## src/rtl/mux_pkg.sv

```systemverilog
// rtl/mux_pkg.sv - shared constants and width helper for the arb_mux channel selector
package mux_pkg;

  localparam int MODE_FIXED = 0;
  localparam int MODE_RR    = 1;
  localparam int DATA_W     = 32;

  // Channel-index width; never narrower than one bit so a single-channel build still has an out_sel.
  function automatic int sel_width(input int n);
    int w;
    w = 1;
    while ((1 << w) < n) w = w + 1;
    return w;
  endfunction

endpackage

```

## src/rtl/rr_arbiter.sv

```systemverilog
// rtl/rr_arbiter.sv - one-hot grant with round-robin pointer or fixed priority
// Optional packet lock when ARB_MUX_LOCK_EN is defined.
module rr_arbiter
  import mux_pkg::*;
#(
  parameter int N   = 4,
  parameter int RR  = MODE_RR,
  localparam int SEL_W = sel_width(N)
) (
  input  logic             clk,
  input  logic             rst,
  input  logic [N-1:0]     req_i,
`ifdef ARB_MUX_LOCK_EN
  input  logic [N-1:0]     last_i,
`endif
  input  logic             load_en_i,
  output logic [N-1:0]     grant_o,
  output logic [SEL_W-1:0] grant_idx_o,
  output logic             xfer_o
);

  logic [SEL_W-1:0] ptr_q, ptr_d;
  logic [N-1:0]     req_eff;
  logic [N-1:0]     grant;
  logic [SEL_W-1:0] gidx;
  logic             found;
  logic             xfer;
  logic             adv_ok;
  int               base;
  int               idx;

`ifdef ARB_MUX_LOCK_EN
  logic             lock_q, lock_d;
  logic [SEL_W-1:0] lock_idx_q, lock_idx_d;

  // While locked only the owning channel may compete.
  always_comb begin
    req_eff = req_i;
    if (lock_q) begin
      req_eff = '0;
      req_eff[lock_idx_q] = req_i[lock_idx_q];
    end
  end

  assign adv_ok = last_i[gidx];

  always_comb begin
    lock_d     = lock_q;
    lock_idx_d = lock_idx_q;
    if (xfer) begin
      lock_d     = !last_i[gidx];
      lock_idx_d = gidx;
    end
  end

  always_ff @(posedge clk) begin
    if (rst) begin
      lock_q     <= 1'b0;
      lock_idx_q <= '0;
    end else begin
      lock_q     <= lock_d;
      lock_idx_q <= lock_idx_d;
    end
  end
`else
  assign req_eff = req_i;
  assign adv_ok  = 1'b1;
`endif

  always_comb begin
    grant = '0;
    gidx  = '0;
    found = 1'b0;
    idx   = 0;
    base  = (RR == MODE_FIXED) ? 0 : int'(ptr_q);
    for (int k = 0; k < N; k++) begin
      idx = base + k;
      if (idx >= N) idx = idx - N;
      if (!found && req_eff[idx]) begin
        found      = 1'b1;
        grant[idx] = 1'b1;
        gidx       = SEL_W'(idx);
      end
    end
  end

  assign xfer = load_en_i & (|grant);

  always_comb begin
    ptr_d = ptr_q;
    if ((RR != MODE_FIXED) && xfer && adv_ok) begin
      ptr_d = (int'(gidx) == N - 1) ? '0 : gidx + 1'b1;
    end
  end

  always_ff @(posedge clk) begin
    if (rst) ptr_q <= '0;
    else     ptr_q <= ptr_d;
  end

  assign grant_o     = grant;
  assign grant_idx_o = gidx;
  assign xfer_o      = xfer;

endmodule

```

## src/rtl/arb_mux.sv

```systemverilog
// rtl/arb_mux.sv - N-way valid/ready arbiter into a single registered output slot
// Build option ARB_MUX_LOCK_EN adds in_last and holds the grant for a whole packet.
module arb_mux
  import mux_pkg::*;
#(
  parameter int WIDTH = DATA_W,
  parameter int N     = 4,
  parameter int RR    = MODE_RR,
  localparam int SEL_W = sel_width(N)
) (
  input  logic               clk,
  input  logic               rst,
  input  logic [N-1:0]       in_valid,
  input  logic [N*WIDTH-1:0] in_data,
`ifdef ARB_MUX_LOCK_EN
  input  logic [N-1:0]       in_last,
`endif
  output logic [N-1:0]       in_ready,
  output logic               out_valid,
  output logic [WIDTH-1:0]   out_data,
  output logic [SEL_W-1:0]   out_sel,
  input  logic               out_ready
);

  logic             out_valid_q, out_valid_d;
  logic [WIDTH-1:0] out_data_q, out_data_d;
  logic [SEL_W-1:0] out_sel_q, out_sel_d;
  logic             load_en;
  logic [N-1:0]     grant;
  logic [SEL_W-1:0] grant_idx;
  logic             xfer;
  logic [WIDTH-1:0] sel_data;

  // Slot accepts whenever empty or being drained this cycle; rst blocks all acceptance.
  assign load_en = (!out_valid_q | out_ready) & !rst;

  rr_arbiter #(
    .N  (N),
    .RR (RR)
  ) u_arb (
    .clk         (clk),
    .rst         (rst),
    .req_i       (in_valid),
`ifdef ARB_MUX_LOCK_EN
    .last_i      (in_last),
`endif
    .load_en_i   (load_en),
    .grant_o     (grant),
    .grant_idx_o (grant_idx),
    .xfer_o      (xfer)
  );

  assign in_ready = grant & {N{load_en}};

  always_comb begin
    sel_data = '0;
    for (int i = 0; i < N; i++) begin
      if (grant[i]) sel_data = in_data[i*WIDTH +: WIDTH];
    end
  end

  always_comb begin
    out_valid_d = out_valid_q;
    out_data_d  = out_data_q;
    out_sel_d   = out_sel_q;
    if (load_en) begin
      out_valid_d = xfer;
      if (xfer) begin
        out_data_d = sel_data;
        out_sel_d  = grant_idx;
      end
    end
  end

  always_ff @(posedge clk) begin
    if (rst) begin
      out_valid_q <= 1'b0;
      out_data_q  <= '0;
      out_sel_q   <= '0;
    end else begin
      out_valid_q <= out_valid_d;
      out_data_q  <= out_data_d;
      out_sel_q   <= out_sel_d;
    end
  end

  assign out_valid = out_valid_q;
  assign out_data  = out_data_q;
  assign out_sel   = out_sel_q;

endmodule

```

## config.mk

```make
export PLATFORM = sky130hd
export DESIGN_NAME = arb_mux
export DESIGN_NICKNAME = d
export VERILOG_FILES = /design/src/rtl/mux_pkg.sv /design/src/rtl/rr_arbiter.sv /design/src/rtl/arb_mux.sv
export SDC_FILE = /design/constraint.sdc
export NUM_CORES = 1
export LEC_CHECK = 0
export CORE_ASPECT_RATIO = 1.75
export CORE_MARGIN = 2
export CORE_UTILIZATION = 37
export DETAILED_ROUTE_END_ITERATION = 12
export GPL_TIMING_DRIVEN = 0
export PLACE_DENSITY = 0.79
export SYNTH_ARGS = -nofsm -noshare
export SYNTH_HDL_FRONTEND = slang
export SYNTH_SLANG_ARGS = --single-unit
```

## constraint.sdc

```tcl
create_clock -name clk -period 4.9 [get_ports clk]
set_input_delay 1.47 -clock clk [delete_from_list [all_inputs] [get_ports clk]]
set_output_delay 1.47 -clock clk [all_outputs]
set_load 0.02 [all_outputs]
```

## Word level (Yosys, flattened, before mapping)

Index checks and enable logic that the tools add are counted.

- Add/subtract/negate cells: 8
- Order comparisons: 12
- Eq/ne operators: 1
- Multiplexer cells: 40
- Bitwise operators: 7
- Reduce and logical (&&, ||, !) cells: 14

Operators with widths:

| kind | count |
|---|---|
| two-way mux 32 bit | 8 |
| greater-or-equal comparator 32 x 1 -> 1 bit (second input constant) | 4 |
| < comparator 32 x 4 -> 1 bit (second input constant) | 4 |
| greater-or-equal comparator 32 x 4 -> 1 bit (second input constant) | 3 |
| subtractor 32 x 4 -> 32 bit (second input constant) | 3 |
| two-way mux 4 bit | 4 |
| two-way mux 1 bit | 15 |
| bitwise OR 4 bit | 3 |
| two-way mux 2 bit | 5 |
| binary-select mux 1 bit (select 2 bit) | 4 |
| demux 1 bit (select 2 bit) | 4 |
| logical AND 1 bit | 7 |
| adder 2 x 2 -> 3 bit (second input constant) | 2 |
| zero test 1 bit | 5 |
| AND 4 bit | 1 |
| OR reduction 4 bit | 1 |
| subtractor 2 x 3 -> 4 bit (second input constant) | 1 |
| adder 2 x 1 -> 3 bit (second input constant) | 1 |
| greater-or-equal comparator 2 x 3 -> 1 bit (second input constant) | 1 |
| adder 2 x 1 -> 2 bit (second input constant) | 1 |
| AND 1 bit | 2 |
| equality test 2 x 1 -> 1 bit (second input constant) | 1 |
| AND reduction 2 bit | 1 |
| bitwise OR 1 bit | 1 |

- Register bits after elaboration: 37
- Output and inout bits: 39

## Depth between registers and ports, before layout

- Depth in word-level cells: 19
- Mapped depth: 13
- Mapped depth without buffers: 9

## Hierarchy

A second synthesis with hierarchy kept.

- Cell total of the unflattened synthesis: 399
- Area total of the unflattened synthesis: 3319.4 µm²

By module, submodules not included:

| module | times used | cells each | area an instance (µm²) | sequential area each (µm²) |
|---|---|---|---|---|
| arb_mux | 1 | 312 | 2606.2 | 700.7 |
| rr_arbiter | 1 | 87 | 713.2 | 40.0 |

## Least setup slack after synthesis

No wires, ideal clock.

- Path type: input port to output port
- From: in in_valid[0]
- To: out in_ready[2]
- Data arrival time: 3.279 ns
- Data required time: 3.430 ns
- Path slack: 0.151 ns
- Stages on the path: 8
- Cells stage by stage: buf_2 nand2b_1 mux4_2 nor3_1 a211oi_4 buf_4 buf_2 nor2_1

- Cells in the longest elaborated chain, start to end: 14

RTL lines:

| item | RTL line | RTL |
|---|---|---|
| start: declaration | arb_mux.sv:13 | `input logic [N-1:0] in_valid,` |
| binary-select mux 1 bit (select 2 bit) | rr_arbiter.sv:79 | `if (!found && req_eff[idx]) begin` |
| two-way mux 1 bit (implied by the code) (2 in a row) | rr_arbiter.sv:79 |  |
| two-way mux 1 bit | rr_arbiter.sv:79 |  |
| zero test 1 bit | rr_arbiter.sv:79 |  |
| logical AND 1 bit | rr_arbiter.sv:79 |  |
| two-way mux 1 bit | rr_arbiter.sv:79 |  |
| zero test 1 bit | rr_arbiter.sv:79 |  |
| logical AND 1 bit | rr_arbiter.sv:79 |  |
| two-way mux 1 bit | rr_arbiter.sv:79 |  |
| zero test 1 bit | rr_arbiter.sv:79 |  |
| logical AND 1 bit | rr_arbiter.sv:79 |  |
| two-way mux 4 bit (*) | rr_arbiter.sv:79 |  |
| AND 4 bit (*) | arb_mux.sv:53 | `assign in_ready = grant & {N{load_en}};` |
| end: declaration | arb_mux.sv:18 | `output logic [N-1:0] in_ready,` |

Every way passes the cells marked *; elsewhere a longest branch is shown, timed or not. The select of a mux whose other input is x is not followed.

## Final worst setup path

- From: in in_valid[1]
- To: out in_ready[3]

Same word-level chain as after synthesis.

==> results.md <==
* YS warnings at 0
* CTS H-Tree Depth at 2
* Synthesized Nets at 492
* Grt ovf at 0
* Worst Path Arrival at 3.33 ns
* Clock sink count at 37
* TritonCTS Buffers at 5
* Buf/Inv on CP at 5
* PortBufs at 172
* Slowest CP cell: mux4_2
* Seq/Total Area, Yosys at 26.9%
* Post-route clock period utilization at 98.0%
* Design area at 4930 µm²
* Slew @ Worst Pin at 0.874 ns
* Drt wl/cell at 18.1 µm
* Setup TNS at 0 ns
* Largest net degree at the start of global routing at 12
* RR Startpoint: u_arb.ptr_q[1]
* Min Tclk post-route at 4.80 ns
* Cell variety after synth at 46
* FF-to-FF setup slack at 1.26 ns
* Hold Startpoint: out_sel[1]
* Antenna violations before repair at 0
* Leak at 1.95 nW
* Crit path launch: in_valid[1]
* Cell Rows at 41
* Design Power at 3.03 mW
* Top FF cell, synth: dfxtp_1
* Syn Std Cell Area at 2750 µm²
* Outcome: completed
* Crit-path max FO at 10
* Global-route wire length before repair at 17,900 µm
* Clock buffer depth at 2
* Post-DP HPWL at 8470 µm
* Vias at 3,561
* Worst Reg-to-Reg Cells at 15
* Total GRT Usage at 27.0%
* Max Cap Viol at 0
* Final ANT Viol Nets at 0
* Number of global-route vias before repair at 3,506
* Clk Latency, worst-skew pair at 0.28 ns
* Horiz. Die Dim at 69.2 µm
* Final #Nets at 683
* Pre-antenna DRT Iters at 5
* Die ar. at 8170 µm²
* Clk slew on worst S/H paths at 0.06 ns
* Worst Path Required at 3.43 ns
* Core Box Area at 7230 µm²
* Register bit total from synthesis at 37
* Final hold violations at 0
* CTS Root Buffer Type: clkbuf_16
* Post-Route WL at 11,400 µm
* Critical path class: in -> out
* Post-synth EDFFs at 0
* RePlAce Congestion at 0.934
* Clock Skew at 0.00664 ns
* Cell Chain, Critical Path: dlygate4sd2_1 -> buf_6 -> nand2b_1 -> mux4_2 -> buf_4 -> nor2_4 -> a221oi_4 -> nor2_4 -> clkbuf_8 -> buf_4
* I/O pins at 174
* Crit-path max cell delay at 0.54 ns
* R2r endpoint: out_data[25]
* P&R area growth vs syn at 79.4%
* DRC at 0
* Layout cell share with drive strength beyond 1 at 12.2%
* CP startpoint kind: primary input
* Pre-CTS setup slack at -0.963 ns
* CP top delay family: buffers and inverters
* Worst Setup End Kind: output port
* Setup violations, final at 0
* Hold path depth at 2
* Worst Hold Class: reg -> reg
* Initial Util at 38.0%
* Average size of a mapped cell at 7.86 µm²
* Hold Crit Endpoint: out_sel[1]
* CTS tree: yes
* Post-Synthesis Cells at 350
* Dpl cell area at 4580 µm²
* Post-synth ARST share at 0%
* Setup ws final at 0.100 ns
* Via density at 5.67
* DRT iter0 DRCs at 206
* Fmax at 0.208 GHz
* Maximum VDD drop at 0.000390 V
* Pwr Density at 614 nW/µm²
* Ant diodes at 0
* Max-slew violations at 0
* Die height at 118 µm
* Slew HR at 41.7%
how the worst max path moves through the flow:
stage | slack [ns] | cells past startpoint | endpoint
global route | -0.005 | 10 | in_ready[3]
CTS | 0.08 | 8 | in_ready[0]
finish | 0.1 | 10 | in_ready[3]
detailed placement | -0.96 | 9 | in_ready[3]
global placement | -0.96 | 9 | in_ready[3]
floorplan | 0.15 | 8 | in_ready[2]
cells in the mapped netlist, drive strengths merged (4+ instances only):
master	n	area (µm²)
buf	21	136
a221o	33	330
a211oi	5	67.6
clkbuf	10	37.5
dfxtp	37	741
mux2i	4	40.0
nand2b	10	70.1
and2	32	200
o21ai	5	28.8
a31oi	33	206
nand2	41	154
nor2	41	161
nand3	33	165
nor3	6	35.0
inv	8	30.0
ha	7	87.6
kinds of logic after synthesis:
kind of cell / Yosys count / share of synthesized area, %
multiplexers: 7 / 3.91
XOR/XNOR: 1 / 0.319
buffers and inverters: 39 / 7.42
AND/OR/NAND/NOR: 170 / 30.4
flip-flops: 37 / 26.9
adder cells (fa/ha/maj): 7 / 3.18
AO/OA/AOI/OAI: 89 / 27.8
per-stage QoR:
step / utilization [%] / std cells / hold WS [ns]
after CTS: 68.0 / 626 / 0.486
final: 68.2 / 628 / 0.480
after detailed placement: 63.3 / 608 / 0.467
after global routing: 68.2 / 628 / 0.501
after global placement: 63.3 / 608 / 0.468
after floorplan: - / 350 / 0.545
area by class of cell:
type / count / area (µm²)
Buffer: 28 / 179
Clock buffer: 7 / 143
Clock inverter: 1 / 30.0
Fill cell: 614 / 2300
Inverter: 8 / 30.0
Multi-Input combinational cell: 275 / 1900
Sequential cell: 37 / 741
Tap cell: 86 / 108
Timing Repair Buffer: 186 / 1800
power breakdown:
group | leakage, nW | switching [mW] | total, mW | internal (mW)
Combinational | 1.56 | 1.26 | 2.19 | 0.923
Sequential | 0.305 | 0.0633 | 0.466 | 0.402
Clock | 0.0841 | 0.125 | 0.379 | 0.254
metal layers:
| layer | vias up | routed length (µm) | GRT usage [%] |
|---|---|---|---|
| met4 | 0 | 350 | 10.9 |
| met5 | - | 0 | 0 |
| met1 | 1689 | 4290 | 29.8 |
| li1 | 1676 | - | - |
| met3 | 26 | 608 | 2.65 |
| met2 | 170 | 6120 | 51.2 |
layout by cell type (no fill, tap or decap), types with 2 or more instances in the layout:
| master | instances |
|---|---|
| ha_1 | 7 |
| a31oi_1 | 33 |
| nor2_4 | 3 |
| mux2i_1 | 4 |
| clkbuf_16 | 5 |
| inv_1 | 7 |
| buf_6 | 6 |
| nand2b_1 | 9 |
| clkbuf_1 | 10 |
| o21ai_2 | 3 |
| buf_2 | 11 |
| dlygate4sd2_1 | 2 |
| nor3_1 | 3 |
| a211oi_4 | 3 |
| a221o_1 | 33 |
| a211oi_1 | 2 |
| dfxtp_1 | 37 |
| clkdlybuf4s50_1 | 165 |
| nand3_1 | 33 |
| mux4_2 | 3 |
| nand3b_1 | 2 |
| a211o_1 | 2 |
| nand2_1 | 41 |
| a21oi_1 | 3 |
| nor2_1 | 38 |
| buf_4 | 18 |
| nor3_4 | 3 |
| and2_1 | 31 |
| clkbuf_8 | 2 |
registers in the layout, indices dropped and copies added, names as in the netlist, named ones only:
register and flops:
out_data 32, out_valid 1, out_sel 2, u_arb.ptr_q 1
tightest hold or removal path, cell delays in order (launching register included):
cell and delay (ns):
dfxtp_1 0.31, nand2b_1 0.06, mux2i_1 0.06
timing repair:
item / 4_1_cts / 5_1_grt
buffers inserted: 12 / 2
setup endpoints to repair: 4 / 2
cloned: 1 / 0
hold buffers: 0 / 0
resized for setup: 40 / 5
pin swaps: 7 / 3
(Power assumes the default switching activity.)
